<file path="src/rtl/cnn_pkg.sv">
// Shared types and constants for the handwritten-digit frame sequencer.
package cnn_pkg;

  typedef logic [1:0] seq_state_t;

  localparam seq_state_t StIdle   = 2'd0;
  localparam seq_state_t StStream = 2'd1;
  localparam seq_state_t StWait   = 2'd2;
  localparam seq_state_t StFlush  = 2'd3;

  localparam int unsigned CanvasWDefault = 30;
  localparam int unsigned ImgWDefault    = 28;

  localparam logic [7:0] PIX_ON  = 8'hFF;
  localparam logic [7:0] PIX_OFF = 8'h00;

endpackage

</file>
<file path="src/rtl/canvas_crop_reader.sv">
// Holds the canvas snapshot taken at pass start and maps a crop coordinate to its pixel value.
module canvas_crop_reader
  import cnn_pkg::*;
#(
  parameter int unsigned CANVAS_W = CanvasWDefault,
  parameter int unsigned IMG_W    = ImgWDefault
) (
  input  logic                           clk_i,
  input  logic                           rst_i,
  input  logic                           load_i,
  input  logic [CANVAS_W*CANVAS_W-1:0]   canvas_i,
  input  logic [$clog2(IMG_W)-1:0]       row_i,
  input  logic [$clog2(IMG_W)-1:0]       col_i,
  output logic [7:0]                     pixel_o
);

  localparam int unsigned Off  = (CANVAS_W - IMG_W) / 2;
  localparam int unsigned IdxW = $clog2(CANVAS_W * CANVAS_W);

  logic [CANVAS_W*CANVAS_W-1:0] snap_q, snap_d;
  logic [IdxW-1:0]              pix_idx;

  always_comb begin
    snap_d = load_i ? canvas_i : snap_q;
  end

  always_ff @(posedge clk_i) begin
    if (rst_i) begin
      snap_q <= '0;
    end else begin
      snap_q <= snap_d;
    end
  end

  // Crop window is centred: crop (r,c) sits at canvas (r+Off, c+Off).
  always_comb begin
    pix_idx = (IdxW'(row_i) + IdxW'(Off)) * IdxW'(CANVAS_W) + IdxW'(col_i) + IdxW'(Off);
    pixel_o = snap_q[pix_idx] ? PIX_ON : PIX_OFF;
  end

endmodule

</file>
<file path="src/rtl/cnn_frame_sequencer.sv">
// Runs one recognition pass: snapshot canvas, stream the 28x28 crop to the CNN, await its digit.
module cnn_frame_sequencer
  import cnn_pkg::*;
#(
  parameter int unsigned CANVAS_W       = CanvasWDefault,
  parameter int unsigned IMG_W          = ImgWDefault,
  parameter int unsigned PIXEL_GAP      = 0,
  parameter int unsigned TIMEOUT_CYCLES = 2_000_000,
  parameter int unsigned CNN_RST_CYCLES = 4,
  parameter bit          AUTO_CLEAR     = 1'b1
) (
  input  logic                         clk,
  input  logic                         rst,
  input  logic [CANVAS_W*CANVAS_W-1:0] i_canvas,
  input  logic                         i_start,
  input  logic                         i_abort,
  output logic [7:0]                   o_pixel,
  output logic                         o_pixel_valid,
  input  logic [3:0]                   i_cnn_digit,
  input  logic                         i_cnn_digit_valid,
  output logic                         o_cnn_rst,
  output logic [3:0]                   o_digit,
  output logic                         o_digit_valid,
  output logic                         o_busy,
  output logic                         o_timeout,
  output logic                         o_canvas_clear
);

  localparam int unsigned CoordW = $clog2(IMG_W);
  localparam int unsigned GapW   = (PIXEL_GAP > 0) ? $clog2(PIXEL_GAP + 1) : 1;
  localparam int unsigned TmoW   = $clog2(TIMEOUT_CYCLES);
  localparam int unsigned FlW    = (CNN_RST_CYCLES > 1) ? $clog2(CNN_RST_CYCLES) : 1;

  localparam logic [CoordW-1:0] LastCoord = CoordW'(IMG_W - 1);
  localparam logic [GapW-1:0]   GapLast   = GapW'(PIXEL_GAP);
  localparam logic [TmoW-1:0]   TmoLast   = TmoW'(TIMEOUT_CYCLES - 1);
  localparam logic [FlW-1:0]    FlushLast = FlW'(CNN_RST_CYCLES - 1);

  seq_state_t        state_q, state_d;
  logic [CoordW-1:0] row_q, row_d, col_q, col_d;
  logic [GapW-1:0]   gap_q, gap_d;
  logic [TmoW-1:0]   tmo_q, tmo_d;
  logic [FlW-1:0]    flush_q, flush_d;
  logic [3:0]        digit_q, digit_d;
  logic              digit_valid_q, digit_valid_d;
  logic              clear_q, clear_d;
  logic              load;
  logic              timeout;

  always_comb begin
    state_d       = state_q;
    row_d         = row_q;
    col_d         = col_q;
    gap_d         = gap_q;
    tmo_d         = tmo_q;
    flush_d       = flush_q;
    digit_d       = digit_q;
    digit_valid_d = 1'b0;
    clear_d       = 1'b0;
    load          = 1'b0;
    timeout       = 1'b0;

    case (state_q)
      StIdle: begin
        if (i_start && !i_abort) begin
          load    = 1'b1;
          row_d   = '0;
          col_d   = '0;
          gap_d   = '0;
          state_d = StStream;
        end
      end
      StStream: begin
        if (i_abort) begin
          flush_d = '0;
          state_d = StFlush;
        end else if (gap_q != GapLast) begin
          gap_d = gap_q + 1'b1;
        end else begin
          // Pixel slot (strobe plus its trailing gap) is over; step the raster position.
          gap_d = '0;
          if (col_q != LastCoord) begin
            col_d = col_q + 1'b1;
          end else if (row_q != LastCoord) begin
            col_d = '0;
            row_d = row_q + 1'b1;
          end else begin
            tmo_d   = '0;
            state_d = StWait;
          end
        end
      end
      StWait: begin
        if (i_abort) begin
          flush_d = '0;
          state_d = StFlush;
        end else if (i_cnn_digit_valid) begin
          digit_d       = i_cnn_digit;
          digit_valid_d = 1'b1;
          clear_d       = AUTO_CLEAR;
          state_d       = StIdle;
        end else if (tmo_q == TmoLast) begin
          timeout = 1'b1;
          flush_d = '0;
          state_d = StFlush;
        end else begin
          tmo_d = tmo_q + 1'b1;
        end
      end
      StFlush: begin
        if (flush_q == FlushLast) begin
          state_d = StIdle;
        end else begin
          flush_d = flush_q + 1'b1;
        end
      end
      default: state_d = StIdle;
    endcase
  end

  always_ff @(posedge clk) begin
    if (rst) begin
      state_q       <= StIdle;
      row_q         <= '0;
      col_q         <= '0;
      gap_q         <= '0;
      tmo_q         <= '0;
      flush_q       <= '0;
      digit_q       <= 4'd0;
      digit_valid_q <= 1'b0;
      clear_q       <= 1'b0;
    end else begin
      state_q       <= state_d;
      row_q         <= row_d;
      col_q         <= col_d;
      gap_q         <= gap_d;
      tmo_q         <= tmo_d;
      flush_q       <= flush_d;
      digit_q       <= digit_d;
      digit_valid_q <= digit_valid_d;
      clear_q       <= clear_d;
    end
  end

  canvas_crop_reader #(
    .CANVAS_W (CANVAS_W),
    .IMG_W    (IMG_W)
  ) u_reader (
    .clk_i    (clk),
    .rst_i    (rst),
    .load_i   (load),
    .canvas_i (i_canvas),
    .row_i    (row_q),
    .col_i    (col_q),
    .pixel_o  (o_pixel)
  );

  always_comb begin
    o_pixel_valid  = (state_q == StStream) && (gap_q == '0);
    o_cnn_rst      = (state_q == StFlush);
    o_busy         = (state_q != StIdle);
    o_timeout      = timeout;
    o_digit        = digit_q;
    o_digit_valid  = digit_valid_q;
    o_canvas_clear = clear_q;
  end

endmodule

</file>
<file path="config.mk">
export PLATFORM = sky130hd
export DESIGN_NAME = cnn_frame_sequencer
export DESIGN_NICKNAME = d
export VERILOG_FILES = /design/src/rtl/cnn_pkg.sv /design/src/rtl/canvas_crop_reader.sv /design/src/rtl/cnn_frame_sequencer.sv
export SDC_FILE = /design/constraint.sdc
export NUM_CORES = 2
export LEC_CHECK = 0
export CAP_MARGIN = 40
export CORE_MARGIN = 2
export CORE_UTILIZATION = 30
export CTS_BUF_LIST = sky130_fd_sc_hd__clkbuf_16
export CTS_CLUSTER_DIAMETER = 40
export DETAILED_ROUTE_END_ITERATION = 16
export PLACE_DENSITY = 0.55
export SYNTH_ARGS = -nofsm -noshare
export SYNTH_HDL_FRONTEND = slang
export SYNTH_SLANG_ARGS = --single-unit
</file>
<file path="constraint.sdc">
create_clock -name clk -period 10.55 [get_ports clk]
set_input_delay 2.11 -clock clk [delete_from_list [all_inputs] [get_ports clk]]
set_output_delay 2.11 -clock clk [all_outputs]
set_load 0.1 [all_outputs]
</file>
==> flow_summary_export.csv <==
group,metric,value,unit
run_status,status,"finished, final reports clean",
global_route,grt_pass1_wl,227400,µm
place,gp_congestion,0.8550,
cts,cts_setup_buffers,0,
layout,syn2layout_area_growth,38.18,%
floorplanning,rows,135,
setup_path,slowest_stage,"xnor2_2",
drt,wl_met1,65230,µm
setup_path,crit_path_max_incr_delay,0.66,ns
setup_path,worstSetupPathType,"reg -> out",
global_route,track_usage,0.2187,
sta,worstMarginPinSlew,1.281,ns
drt,drc_errors,0,
sta,relSlewSlack,0.1459,
drt,wl_met2,77950,µm
cts,cts_sinks,940,
setup_path,path_cells,"inv_1 -> ha_1 -> xor2_1 -> ha_1 -> fa_1 -> inv_1 -> fa_1 -> inv_1 -> ha_1 -> o21a_1 -> o31a_1 -> o21ai_2 -> xnor2_2 -> buf_4 -> nor3_1 -> a2111oi_0 -> a31oi_1 -> o2111a_1 -> a311oi_2 -> buf_4 -> buf_4",
synth,synth.most_common_cell,"nand2_1",
power_and_ir_drop,total_power,13050,µW
layout,drive_gt1_frac,0.1036,
setup_path,crit_required,8.44,ns
cts,clk-insertion-delay-late,0.78,ns
synth,netlist_instances,4766,
cts,cts_buffer_depth,3,
synth,synth_common_cells,"nand2_1 (1884), dfxtp_1 (940), a21oi_1 (922)",
power_and_ir_drop,seqPwrFrac,0.324,
sta,rsz0062_at_grt,"no",
cts,cts-root-buf,"clkbuf_16",
synth,yosysWarnings,0,
setup_path,path_max_fanout,12,
synth,netlist_area,40730,µm²
floorplanning,fp.dieH,372.5,µm
power_and_ir_drop,peakVddDrop,249.5,µV
synth,synth_top_area_frac,0.4620,
run,max_cap_viol_count,0,
cts,cts.hold.buffers_added,0,
synth,ys_ff_latch,940,
drt,ant_nets,0,
cts,cts_made_buffers,144,
cts,cts_tree,"yes",
power_and_ir_drop,p_leak,0.01948,µW
sta,hold_violations,0,
sta,layout_setup_ws,1.153,ns
place,port_buffers,926,
power_and_ir_drop,swShare,0.3610,
synth,seq_area_frac_synth,0.4620,
sta,finalMaxSlewViolations,0,
sta,fin_crit_sh,0.8907,
drt,routedWlPerCell,21.25,µm
floorplanning,start_util,0.3014,
synth,syn-num-nets,5703,
setup_path,arrival,7.29,ns
synth,synth_largest_area_cell,"dfxtp_1",
global_route,grt_pass1_vias,36340,
power_and_ir_drop,power_density,231.9,nW/µm²
sta,fin_tns_setup,0,ns
synth,synth_area_leaders,"dfxtp_1 (46%), nand2_1 (17%), mux4_2 (14%), a21oi_1 (11%), clkbuf_1 (3.0%)",
synth,syn_area_per_cell,8.546,µm²
power_and_ir_drop,p_int,8340,µW
power_and_ir_drop,pwr-share-clk,0.353,
layout,nets,6450,
synth,synth-main-ff-cell,"dfxtp_1",
global_route,grt_overflow,0,
sta,fmax,106.4,MHz
place,pre_cts_ws,1.915,ns
place,dpl.cell_count,7148,
synth,yosysUniqueCellTypes,67,
floorplanning,die_w,372.5,µm
setup_path,crit_path_end_kind,"primary output",
sta,setup_viol,0,
floorplanning,die-area,138700,µm²
floorplanning,boundaryPins,927,
cts,ctsResizeCount,0,
place,dp_hpwl,114900,µm
layout,layout.cells.non_filler,7428,
floorplanning,fp.coreArea,135100,µm²
power_and_ir_drop,power.net_switching,4711,µW
power_and_ir_drop,comb_power_share,0.324,
synth,ys_async_sr_fraction,0,
layout,final_util,0.4165,
drt,first_pass_iters,7,
drt,vias_per_cell,4.975,
cts,htreeDepth,4,
cts,clk_pin_slew,0.04,ns
drt,vias,36960,
sta,fin_worst_skew,0.02617,ns
global_route,grt_max_degree,229,
global_route,antenna_found_initial,31,
drt,top_layer_used,"met5",
drt,routed-wl-met3,9674,µm
hold_path,hp-class,"reg -> reg",
sta,layout_min_cycle_time,9.397,ns
drt,dr.first_iter.drc_count,2788,
drt,drt_wl_total,157900,µm
synth,synth-edff-count,0,
setup_path,worst_setup_path_start_kind,"register",
cells in the final DEF (no fill, tap or decap), types with 16 or more instances in the layout:
cell type,instances
ha_1,19
xor2_1,19
nand2_1,1884
buf_4,47
diode_2,17
mux2i_1,32
inv_1,59
clkinv_1,17
clkbuf_16,145
dfxtp_1,939
mux4_2,258
a31oi_1,16
nand3_1,27
clkinvlp_4,16
nor2_1,43
clkinv_2,19
a21oi_1,921
clkdlybuf4s50_1,917
worst max-delay path, delay by kind of cell (launching register included):
kind	cells	cell delay (ns)
and+or+nand+nor	1	0.09
adders and majority gates	5	2.01
AOI/OAI and AO/OA	7	1.83
buffers and inverters	6	1.18
xor gates and xnor gates	2	0.83
DFF	1	0.51
flip-flops by register name (all words and copies together) (netlist names):
register,cells
col_q,5
u_reader.snap_q,900
state_q,2
tmo_q,21
o_canvas_clear,1
o_digit,4
row_q,5
flush_q,2
metrics by stage:
step / hold WS [ns] / cell area [µm²]
2_1_floorplan: 0.4331 / 40730
3_3_place_gp: 0.4386 / 51140
3_5_place_dp: 0.4433 / 51520
4_1_cts: 0.4509 / 56240
5_1_grt: 0.4628 / 56280
6_report: 0.4491 / 56280
routing by layer:
metal / up-vias / GRT usage
met3: 255 / 0.04466
met5: - / 0
met1: 17830 / 0.2718
li1: 17660 / -
met4: 18 / 0.08913
met2: 1202 / 0.3689
final timing paths:
kind | depth (start not counted) | slack [ns] | to | from
setup reg to reg | 10 | 6.34 | tmo_q[13]$_SDFFE_PP0P_ | col_q[0]$_SDFFE_PP0P_
hold reg to reg | 2 | 0.45 | u_reader.snap_q[643]$_SDFFE_PP0P_ | u_reader.snap_q[643]$_SDFFE_PP0P_
hold / removal | 2 | 0.45 | u_reader.snap_q[643]$_SDFFE_PP0P_ | u_reader.snap_q[643]$_SDFFE_PP0P_
setup / recovery | 21 | 1.15 | o_pixel[3] | row_q[0]$_SDFFE_PP0P_
power by group through the flow:
stage / combinational (µW) / sequential (µW) / clock (µW)
global route: 4550 / 4270 / 4850
CTS: 4300 / 4220 / 4690
global placement: 4170 / 4290 / 0
finish: 4230 / 4220 / 4600
detailed placement: 4290 / 4290 / 0
floorplan: 2840 / 4170 / 0
logic make-up (layout without fill, tap and decap cells):
| family | count (synthesis) | in the layout | share of synthesized area |
|---|---|---|---|
| multiplexers | 292 | 292 | 0.1511 |
| AO/OA/AOI/OAI | 1007 | 1007 | 0.1298 |
| buffers and inverters | 425 | 1289 | 0.04427 |
| other | 0 | 17 | 0 |
| XOR/XNOR | 39 | 39 | 0.009032 |
| AND/OR/NAND/NOR | 2035 | 2035 | 0.1936 |
| adder cells (fa/ha/maj) | 28 | 28 | 0.01026 |
| flip-flops | 940 | 940 | 0.4620 |
layout make-up:
class / count / area [µm²]
Inverter: 31 / 116.4
Timing Repair Buffer: 995 / 10140
Sequential cell: 940 / 18820
Clock buffer: 145 / 3628
Tap cell: 1781 / 2228
Multi-Input combinational cell: 3401 / 20210
Fill cell: 13500 / 78850
Clock inverter: 118 / 1094
Antenna cell: 17 / 42.54
Note: power is estimated with default switching activity, not from simulation.
